===== src/rtl/dbg_seg_router_if.sv =====
// Debug bus bundle between the host-side debug master, the segment router and the segment handlers.
// The router takes the slave view; the host/segment environment takes the master view.
interface dbg_seg_router_if #(
   parameter int ADDR_W    = 14,
   parameter int SEG_IDX_W = 2,
   parameter int DATA_W    = 8
);
   localparam int N_SEG      = 2 ** SEG_IDX_W;
   localparam int SEG_ADDR_W = ADDR_W - SEG_IDX_W;

   logic                    req_valid;
   logic                    req_ready;
   logic [ADDR_W-1:0]       req_addr;
   logic                    req_we;
   logic [DATA_W-1:0]       req_wdata;

   logic                    rsp_valid;
   logic [DATA_W-1:0]       rsp_rdata;
   logic                    rsp_err;

   logic [N_SEG-1:0]        seg_req_valid;
   logic [SEG_ADDR_W-1:0]   seg_req_addr;
   logic                    seg_req_we;
   logic [DATA_W-1:0]       seg_req_wdata;
   logic [N_SEG-1:0]        seg_req_ready;
   logic [N_SEG-1:0]        seg_rsp_valid;
   logic [N_SEG*DATA_W-1:0] seg_rsp_rdata;

   modport slave (
      input  req_valid, req_addr, req_we, req_wdata,
      input  seg_req_ready, seg_rsp_valid, seg_rsp_rdata,
      output req_ready, rsp_valid, rsp_rdata, rsp_err,
      output seg_req_valid, seg_req_addr, seg_req_we, seg_req_wdata
   );

   modport master (
      output req_valid, req_addr, req_we, req_wdata,
      output seg_req_ready, seg_rsp_valid, seg_rsp_rdata,
      input  req_ready, rsp_valid, rsp_rdata, rsp_err,
      input  seg_req_valid, seg_req_addr, seg_req_we, seg_req_wdata
   );
endinterface


===== src/rtl/dbg_seg_router.sv =====
// Debug-bus segment router: decodes the top address bits of a single host request into a
// segment index, hands it to that segment over valid/ready and returns its response or an error.
module dbg_seg_router #(
   parameter int                     ADDR_W    = 14,
   parameter int                     SEG_IDX_W = 2,
   parameter int                     DATA_W    = 8,
   parameter logic [2**SEG_IDX_W-1:0] SEG_EN   = '1,
   parameter int                     TIMEOUT   = 255
) (
   input  logic             clk,
   input  logic             rst,
   dbg_seg_router_if.slave  bus,
   output logic [7:0]       err_count,
   output logic             busy
);
   localparam int N_SEG      = 2 ** SEG_IDX_W;
   localparam int SEG_ADDR_W = ADDR_W - SEG_IDX_W;
   localparam int TMO_W      = $clog2(TIMEOUT + 1);

   typedef enum logic [1:0] {
      S_IDLE,
      S_ISSUE,
      S_WAIT,
      S_RESP
   } state_t;

   state_t                state;
   state_t                state_next;

   logic [SEG_IDX_W-1:0]  idx;
   logic [SEG_IDX_W-1:0]  req_idx;
   logic [SEG_ADDR_W-1:0] seg_addr_q;
   logic                  seg_we_q;
   logic [DATA_W-1:0]     seg_wdata_q;
   logic [N_SEG-1:0]      seg_valid_q;
   logic [DATA_W-1:0]     rsp_rdata_q;
   logic                  rsp_err_q;
   logic [TMO_W-1:0]      tmo_cnt;
   logic [7:0]            err_cnt_q;

   logic                  mapped;
   logic                  sel_ready;
   logic                  sel_rsp;
   logic [DATA_W-1:0]     sel_rdata;
   logic                  tmo_hit;

   logic                  accept;
   logic                  capture;
   logic                  cap_err;
   logic [DATA_W-1:0]     cap_data;
   logic                  req_ready_c;
   logic                  rsp_valid_c;
   logic                  busy_c;

   assign req_idx   = bus.req_addr[ADDR_W-1 -: SEG_IDX_W];
   assign mapped    = SEG_EN[req_idx];
   assign sel_ready = bus.seg_req_ready[idx];
   assign sel_rsp   = bus.seg_rsp_valid[idx];
   assign sel_rdata = bus.seg_rsp_rdata[int'(idx)*DATA_W +: DATA_W];
   // The counter lags by one, so this fires in the TIMEOUT-th cycle spent in ISSUE/WAIT.
   assign tmo_hit   = (tmo_cnt == TMO_W'(TIMEOUT - 1));

   always_ff @(posedge clk) begin
      if (rst) begin
         state <= S_IDLE;
      end else begin
         state <= state_next;
      end
   end

   always_comb begin
      state_next  = state;
      accept      = 1'b0;
      capture     = 1'b0;
      cap_err     = 1'b0;
      cap_data    = '0;
      req_ready_c = 1'b0;
      rsp_valid_c = 1'b0;
      busy_c      = 1'b1;

      case (state)
         S_IDLE: begin
            req_ready_c = 1'b1;
            busy_c      = 1'b0;
            if (bus.req_valid) begin
               accept = 1'b1;
               if (!mapped) begin
                  state_next = S_RESP;
                  capture    = 1'b1;
                  cap_err    = 1'b1;
               end else begin
                  state_next = S_ISSUE;
               end
            end
         end

         // A same-cycle segment response always beats the timeout.
         S_ISSUE: begin
            if (sel_ready && sel_rsp) begin
               state_next = S_RESP;
               capture    = 1'b1;
               cap_data   = sel_rdata;
            end else if (tmo_hit) begin
               state_next = S_RESP;
               capture    = 1'b1;
               cap_err    = 1'b1;
               cap_data   = '1;
            end else if (sel_ready) begin
               state_next = S_WAIT;
            end
         end

         S_WAIT: begin
            if (sel_rsp) begin
               state_next = S_RESP;
               capture    = 1'b1;
               cap_data   = sel_rdata;
            end else if (tmo_hit) begin
               state_next = S_RESP;
               capture    = 1'b1;
               cap_err    = 1'b1;
               cap_data   = '1;
            end
         end

         S_RESP: begin
            rsp_valid_c = 1'b1;
            state_next  = S_IDLE;
         end

         default: begin
            state_next = S_IDLE;
         end
      endcase
   end

   always_ff @(posedge clk) begin
      if (rst) begin
         idx         <= '0;
         seg_addr_q  <= '0;
         seg_we_q    <= 1'b0;
         seg_wdata_q <= '0;
         seg_valid_q <= '0;
         rsp_rdata_q <= '0;
         rsp_err_q   <= 1'b0;
         tmo_cnt     <= '0;
         err_cnt_q   <= '0;
      end else begin
         // Unmapped requests never touch the shared segment-side request lines.
         if (accept && mapped) begin
            idx         <= req_idx;
            seg_addr_q  <= bus.req_addr[SEG_ADDR_W-1:0];
            seg_we_q    <= bus.req_we;
            seg_wdata_q <= bus.req_wdata;
         end

         if (accept) begin
            tmo_cnt <= '0;
         end else if (state == S_ISSUE || state == S_WAIT) begin
            tmo_cnt <= tmo_cnt + TMO_W'(1);
         end

         if (state_next != S_ISSUE) begin
            seg_valid_q <= '0;
         end else if (accept) begin
            seg_valid_q <= N_SEG'(1) << req_idx;
         end

         if (capture) begin
            rsp_rdata_q <= cap_data;
            rsp_err_q   <= cap_err;
         end

         if (state == S_RESP && rsp_err_q && err_cnt_q != 8'hFF) begin
            err_cnt_q <= err_cnt_q + 8'd1;
         end
      end
   end

   assign bus.req_ready     = req_ready_c;
   assign bus.rsp_valid     = rsp_valid_c;
   assign bus.rsp_rdata     = rsp_rdata_q;
   assign bus.rsp_err       = rsp_err_q;
   assign bus.seg_req_valid = seg_valid_q;
   assign bus.seg_req_addr  = seg_addr_q;
   assign bus.seg_req_we    = seg_we_q;
   assign bus.seg_req_wdata = seg_wdata_q;
   assign err_count         = err_cnt_q;
   assign busy              = busy_c;

endmodule


===== src/flat_wrapper.sv =====
// flat-port wrapper written by rule: the top's interface ports become plain ports
module dbg_seg_router_flat 
#(
   parameter int                     ADDR_W    = 14,
   parameter int                     SEG_IDX_W = 2,
   parameter int                     DATA_W    = 8,
   parameter logic [2**SEG_IDX_W-1:0] SEG_EN   = '1,
   parameter int                     TIMEOUT   = 255
)
  (clk, rst, err_count, busy, bus_req_valid, bus_req_addr, bus_req_we, bus_req_wdata, bus_seg_req_ready, bus_seg_rsp_valid, bus_seg_rsp_rdata, bus_req_ready, bus_rsp_valid, bus_rsp_rdata, bus_rsp_err, bus_seg_req_valid, bus_seg_req_addr, bus_seg_req_we, bus_seg_req_wdata);
  dbg_seg_router_if #(.ADDR_W(ADDR_W), .SEG_IDX_W(SEG_IDX_W), .DATA_W(DATA_W)) bus_i ();
  input  logic clk;
  input  logic rst;
  output logic [7:0] err_count;
  output logic busy;
  input wire logic [$bits(bus_i.req_valid)-1:0] bus_req_valid;
  input wire logic [$bits(bus_i.req_addr)-1:0] bus_req_addr;
  input wire logic [$bits(bus_i.req_we)-1:0] bus_req_we;
  input wire logic [$bits(bus_i.req_wdata)-1:0] bus_req_wdata;
  input wire logic [$bits(bus_i.seg_req_ready)-1:0] bus_seg_req_ready;
  input wire logic [$bits(bus_i.seg_rsp_valid)-1:0] bus_seg_rsp_valid;
  input wire logic [$bits(bus_i.seg_rsp_rdata)-1:0] bus_seg_rsp_rdata;
  output wire logic [$bits(bus_i.req_ready)-1:0] bus_req_ready;
  output wire logic [$bits(bus_i.rsp_valid)-1:0] bus_rsp_valid;
  output wire logic [$bits(bus_i.rsp_rdata)-1:0] bus_rsp_rdata;
  output wire logic [$bits(bus_i.rsp_err)-1:0] bus_rsp_err;
  output wire logic [$bits(bus_i.seg_req_valid)-1:0] bus_seg_req_valid;
  output wire logic [$bits(bus_i.seg_req_addr)-1:0] bus_seg_req_addr;
  output wire logic [$bits(bus_i.seg_req_we)-1:0] bus_seg_req_we;
  output wire logic [$bits(bus_i.seg_req_wdata)-1:0] bus_seg_req_wdata;
  assign bus_i.req_valid = bus_req_valid;
  assign bus_i.req_addr = bus_req_addr;
  assign bus_i.req_we = bus_req_we;
  assign bus_i.req_wdata = bus_req_wdata;
  assign bus_i.seg_req_ready = bus_seg_req_ready;
  assign bus_i.seg_rsp_valid = bus_seg_rsp_valid;
  assign bus_i.seg_rsp_rdata = bus_seg_rsp_rdata;
  assign bus_req_ready = bus_i.req_ready;
  assign bus_rsp_valid = bus_i.rsp_valid;
  assign bus_rsp_rdata = bus_i.rsp_rdata;
  assign bus_rsp_err = bus_i.rsp_err;
  assign bus_seg_req_valid = bus_i.seg_req_valid;
  assign bus_seg_req_addr = bus_i.seg_req_addr;
  assign bus_seg_req_we = bus_i.seg_req_we;
  assign bus_seg_req_wdata = bus_i.seg_req_wdata;
  dbg_seg_router #(.ADDR_W(ADDR_W), .SEG_IDX_W(SEG_IDX_W), .DATA_W(DATA_W), .SEG_EN(SEG_EN), .TIMEOUT(TIMEOUT)) u_core (.clk(clk), .rst(rst), .bus(bus_i), .err_count(err_count), .busy(busy));
endmodule

===== config.mk =====
export PLATFORM = sky130hd
export DESIGN_NAME = dbg_seg_router_flat
export DESIGN_NICKNAME = d
export VERILOG_FILES = /design/src/rtl/dbg_seg_router_if.sv /design/src/rtl/dbg_seg_router.sv /design/src/flat_wrapper.sv
export SDC_FILE = /design/constraint.sdc
export NUM_CORES = 1
export LEC_CHECK = 0
export ABC_CLOCK_PERIOD_IN_PS = 2100
export CAP_MARGIN = 30
export CORE_UTILIZATION = 43
export DETAILED_ROUTE_END_ITERATION = 10
export PLACE_DENSITY = 0.8
export SYNTH_ARGS = -nofsm -noshare
export SYNTH_HDL_FRONTEND = slang
export SYNTH_SLANG_ARGS = --single-unit

===== constraint.sdc =====
create_clock -name clk -period 2.1 [get_ports clk]
set_input_delay 0.21 -clock clk [delete_from_list [all_inputs] [get_ports clk]]
set_output_delay 0.21 -clock clk [all_outputs]
set_load 0.01 [all_outputs]

Word level (Yosys, flattened, before mapping)
Index checks and enable logic that the tools add are counted.
Widths: inputs -> output; s select.
{"block": "totals", "output_inout_bits": 45, "word_cells": 62, "register_bits": 54}
{"block": "classes", "addsub": 2, "reduce_logical": 8, "n_mux": 32, "order_cmp": 2, "eq_ne": 6, "shifts": 2}
{"op": "$shiftx 32x6->8", "n": 1}
{"op": "$mux 8", "n": 3}
{"op": "$add 8x1->8 const B", "n": 2}
{"op": "$pmux 8 s2", "n": 1}
{"op": "$mux 1", "n": 15}
{"op": "$mux 2", "n": 7}
{"op": "$eq 8x8->1 const B", "n": 1}
{"op": "$ne 8x8->1 const B", "n": 1}
{"op": "$pmux 2 s4", "n": 1}
{"op": "$bmux 1 s2", "n": 3}
{"op": "$lt 2x3->1 const B", "n": 2}
{"op": "$pmux 1 s3", "n": 2}
{"op": "$eq 2x2->1 const B", "n": 2}
{"op": "$logic_and 1x1->1", "n": 4}
{"op": "$reduce_or 2->1", "n": 2}
{"op": "$shl 1x2->4 const A", "n": 1}
{"op": "$eq 2x1->1 const B", "n": 1}
{"op": "$logic_not 2->1", "n": 1}
{"op": "$ne 2x1->1 const B", "n": 1}
{"op": "$logic_or 1x1->1", "n": 1}

Longest topological paths before layout
{"block": "depth", "word_depth": 8, "mapped_depth": 7, "ltp_nobuf": 7}

Worst setup path before layout
No wires, ideal clock.
{"block": "synth_path", "path_type": "reg2reg", "start": "register u_core.idx[0]", "end": "register u_core.seg_valid_q[3] (netlist: u_core.bus.seg_req_valid[3])", "setup_slack_ns": 0.236, "path_stages_with_launch": 7, "n_path_buf": 1, "required_ns": 1.953, "t_arrival_ns": 1.717, "period_less_slack_ns": 1.864, "cell_sequence": "dfxtp_1 > buf_6 > mux4_2 > nand2_2 > nand2_2 > a2111oi_4 > a2111oi_1"}
{"block": "synth_between", "elab_chain_len": 8, "elab_cells_between_ends": 12}
{"item": "from (decl)", "line": "dbg_seg_router.sv:30", "rtl": "logic [SEG_IDX_W-1:0] idx;"}
{"item": "from (signal assigned)", "line": "dbg_seg_router.sv:151", "rtl": "idx <= req_idx;"}
{"item": "$bmux 1 s2", "line": "dbg_seg_router.sv:57", "rtl": "assign sel_ready = bus.seg_req_ready[idx];"}
{"item": "$mux 1 (not written as such)", "line": "dbg_seg_router.sv:57"}
{"item": "$mux 2", "line": "dbg_seg_router.sv:108", "rtl": "end else if (sel_ready) begin"}
{"item": "$mux 2", "line": "dbg_seg_router.sv:103", "rtl": "end else if (tmo_hit) begin"}
{"item": "$mux 2", "line": "dbg_seg_router.sv:99", "rtl": "if (sel_ready && sel_rsp) begin"}
{"item": "$pmux 2 s4 *", "line": "dbg_seg_router.sv:81", "rtl": "case (state)"}
{"item": "$ne 2x1->1 *", "line": "dbg_seg_router.sv:163", "rtl": "if (state_next != S_ISSUE) begin"}
{"item": "$reduce_or 2->1 (no source line) *"}
{"item": "to (signal assigned)", "line": "dbg_seg_router.sv:166", "rtl": "seg_valid_q <= N_SEG'(1) << req_idx;"}
{"item": "to (decl)", "line": "dbg_seg_router.sv:35", "rtl": "logic [N_SEG-1:0] seg_valid_q;"}
Mark *: on every way between the ends. The rest lies on a longest branch, timed or not. The select of a mux whose other input is x is not followed.
A chain may end at the register's enable or synchronous reset.

Worst setup path in the final report
{"block": "layout_path", "start": "register u_core.state[1]", "end": "output port busy"}
{"block": "layout_between", "elab_chain_len": 2}
{"item": "from (decl)", "line": "dbg_seg_router.sv:27", "rtl": "state_t state;"}
{"item": "from (signal assigned)", "line": "dbg_seg_router.sv:67", "rtl": "state <= state_next;"}
{"item": "$logic_not 2->1", "line": "dbg_seg_router.sv:81"}
{"item": "$mux 1", "line": "dbg_seg_router.sv:81"}
{"item": "to (decl)", "line": "flat_wrapper.sv:15", "rtl": "output logic busy;"}
Every way passes these cells.

==> metrics.md <==
| Metric | Value |
|---|---|
| Status | `finished, final reports clean` |
| Drt via density | `5.24` |
| DIE AREA | `0.00653 mm^2` |
| Post-synth EDFFs | `0` |
| Unrepaired setup endpoints after global routing | `false` |
| Internal power | `1.99 mW` |
| GRT Overall Usage | `0.223` |
| Area grow syn2layout | `48.4%` |
| Worst Hold Class | `in -> reg` |
| Post-synth cell types | `42` |
| Slew HR | `0.589` |
| Root Buffer | `clkbuf_8` |
| Initial DRT Pass Iterations | `5` |
| Vias in the first global route | `2561` |
| Crit path launch type | `register` |
| Num CTS Buffers | `5` |
| Share of cells above drive strength 1 | `0.0752` |
| Global-route wire length before repair | `11400 um` |
| Synth area leader | `dfxtp_1` |
| Drt drc | `0` |
| Grt total ovfl | `0` |
| Initial antenna violation count | `0` |
| Synth async-reset ratio | `0` |
| Yosys top cell area share | `0.404` |
| Top delay family on crit path | `buffers and inverters` |
| Post-Syn Area | `0.00267 mm^2` |
| Period utilisation layout | `0.928` |
| Area contributors post-synth | `dfxtp_1 40%, mux4_1 7.9%, nand2_1 7.7%` |
| Wire per inst | `14.0 um` |
| Number of antenna-violating nets in the routed design | `0` |
| # port buffers | `110` |
| Fin. Hold Viols | `0` |
| Clock Skew | `0.00566 ns` |
| Die W | `80.8 um` |
| Pin count of the biggest net entering global routing | `35` |
| Crit. Startpoint | `u_core.state[1]$_SDFF_PP0_` |
| Worst-Skew Late Latency | `0.31 ns` |
| CP Data Arrival Time | `1.74 ns` |
| Hold slack | `0.434 ns` |
| Worst stage delay on the critical path | `0.55 ns` |
| Die Span Y | `80.8 um` |
| FP Rows | `28` |
| HPWL after detailed placement | `5230 um` |
| Clk pwr share | `0.211` |
| Crit path time final | `1.95 ns` |
| CTS Sinks | `54` |
| Clk pin slew, worst setup/hold paths | `0.10 ns` |
| Gate count of the mapped netlist | `298` |
| Final nets | `485` |
| Final slew viol count | `0` |
| Slowest CP cell | `clkdlybuf4s50_1` |
| Starting density of the core | `0.449` |
| Htree depth | `2` |
| Post-route setup slack | `0.152 ns` |
| Worst Setup End Kind | `output port` |
| Place WS | `0.0361 ns` |
| Critical Path, Cell by Cell | `inv_1, ha_2, inv_1, clkdlybuf4s50_1` |
| Hold_sp | `bus_req_addr[4]` |
| Reg2reg start | `u_core.idx[0]$_SDFFE_PP0P_` |
| P_leak | `1.41 nW` |
| Setup Buffers After CTS | `0` |
| Worst-path maximum fanout | `7` |
| DRT Wirelength | `6830 um` |
| Switching share of power | `0.323` |
| Fmax achieved | `0.513 GHz` |
| #FFs+latches synth | `54` |
| Max cap viols | `0` |
| Post-synthesis sequential area ratio | `0.404` |
| Yosys warnings | `0` |
| Synth Flop Type | `dfxtp_1` |
| Slew at the pin closest to its max-slew limit | `0.611 ns` |
| Core area | `0.00596 mm^2` |
| CTS tree | `built` |
| CTS resizes | `0` |
| Mean Syn Cell Area | `8.97 um^2` |
| Setup Crit Path Kind | `reg -> out` |
| Ant diodes | `0` |
| Routability Congestion | `0.790` |
| Clk buf depth | `2` |
| Most used cell, CP | `inv_1` |
| Seq pwr share | `0.415` |
| Worst Path Required | `1.89 ns` |
| CP Buf/Inv Count | `3` |
| Most common cell in the netlist | `nand2_1` |
| Power share of the combinational group | `0.374` |
| Final TNS setup | `0 ns` |
| Synthesized Nets | `372` |
| Total power divided by cell area | `739 mW/mm^2` |
| Most common library cells after synthesis | `55 x nand2_1, 54 x dfxtp_1, 38 x a21oi_1` |
| Peak VDD IR | `721 uV` |
| # IOs | `111` |
| Initial drt markers | `110` |
| Setup violations, final | `0` |
| Cts hold-fix bufs | `0` |
| Total vias in the final route | `2550` |
| Sw Pwr | `947 uW` |
==> metal layers <==
layer | vias up | routed length (um) | GRT usage
li1 | 1279 | - | -
met1 | 1198 | 2830 | 0.251
met2 | 65 | 3570 | 0.413
met3 | 8 | 353 | 0.0573
met4 | 0 | 76 | 0.0554
met5 | - | 0 | 0
==> placed cells by master (no fill, tap or decap), types with 3 or more instances in the layout <==
master | Yosys | layout
a21oi_1 | 38 | 38
and2_1 | 8 | 8
buf_4 | 0 | 11
clkbuf_8 | 2 | 6
clkdlybuf4s50_1 | 0 | 110
dfxtp_1 | 54 | 53
ha_1 | 8 | 7
inv_1 | 5 | 5
mux4_1 | 8 | 8
nand2_1 | 55 | 55
nand3_1 | 4 | 4
nand4_1 | 7 | 7
nor2_1 | 16 | 16
nor2b_1 | 10 | 10
nor3_1 | 5 | 5
nor4_1 | 4 | 4
o21a_1 | 3 | 3
o21ai_0 | 11 | 11
o22ai_1 | 8 | 8
or3_1 | 3 | 3
xnor2_1 | 4 | 4
xor2_1 | 7 | 7
==> flip-flops by register name, indices dropped and copies added (netlist names) <==
register	flops
u_core.tmo_cnt	8
u_core.err_count	8
u_core.bus.rsp_err	1
u_core.bus.seg_req_addr	12
u_core.bus.rsp_rdata	8
u_core.bus.seg_req_valid	4
u_core.bus.seg_req_we	1
u_core.bus.seg_req_wdata	8
u_core.state	2
u_core.idx	2
==> worst register-to-register path, stage by stage (launching register included) <==
cell and delay [ns]:
dfxtp_1 0.42, mux4_2 0.61, nand2_2 0.11, nand2_2 0.07, a2111oi_4 0.46, nor4_1 0.12
==> power groups by stage <==
stage / sequential, mW / combinational [mW] / clock, mW
after floorplan: 1.26 / 0.583 / 0
after global placement: 1.23 / 1.07 / 0
after detailed placement: 1.24 / 1.09 / 0
after CTS: 1.21 / 1.09 / 0.637
after global routing: 1.23 / 1.21 / 0.678
final: 1.22 / 1.10 / 0.619
==> cell families after synthesis <==
family | Yosys count | share of synthesized area
AO/OA/AOI/OAI | 70 | 0.156
XOR/XNOR | 11 | 0.0360
adder cells (fa/ha/maj) | 8 | 0.0375
buffers and inverters | 20 | 0.0412
flip-flops | 54 | 0.404
multiplexers | 11 | 0.0992
AND/OR/NAND/NOR | 124 | 0.226
==> per-stage QoR <==
| step | util | instance area, um^2 | power (mW) | std cells |
|---|---|---|---|---|
| 2_1_floorplan | - | 2670 | 1.85 | 298 |
| 4_1_cts | 0.665 | 3960 | 2.94 | 487 |
| 3_3_place_gp | 0.648 | 3860 | 2.30 | 479 |
| 5_1_grt | 0.666 | 3970 | 3.12 | 487 |
| 6_report | 0.666 | 3970 | 2.93 | 487 |
| 3_5_place_dp | 0.648 | 3860 | 2.32 | 479 |
==> final timing paths <==
| path | end | slack [ns] | cells past startpoint |
|---|---|---|---|
| max | busy | 0.15 | 4 |
| min | u_core.bus.seg_req_addr[4]$_SDFFE_PP0P_ | 0.43 | 3 |
| max reg2reg | u_core.bus.seg_req_valid[1]$_SDFFE_PP0P_ | 0.19 | 5 |
| min reg2reg | u_core.bus.seg_req_addr[9]$_SDFFE_PP0P_ | 0.46 | 2 |
==> area by class of cell <==
type / instances / area (um^2)
fillers: 511 / 1990
multi-input cells: 224 / 1490
repair buffers: 121 / 1180
flip-flops and latches: 54 / 1080
well taps: 75 / 93.8
clock buffers: 6 / 82.6
inverters: 5 / 18.8
clock inverters: 2 / 17.5
(Power assumes the default switching activity.)
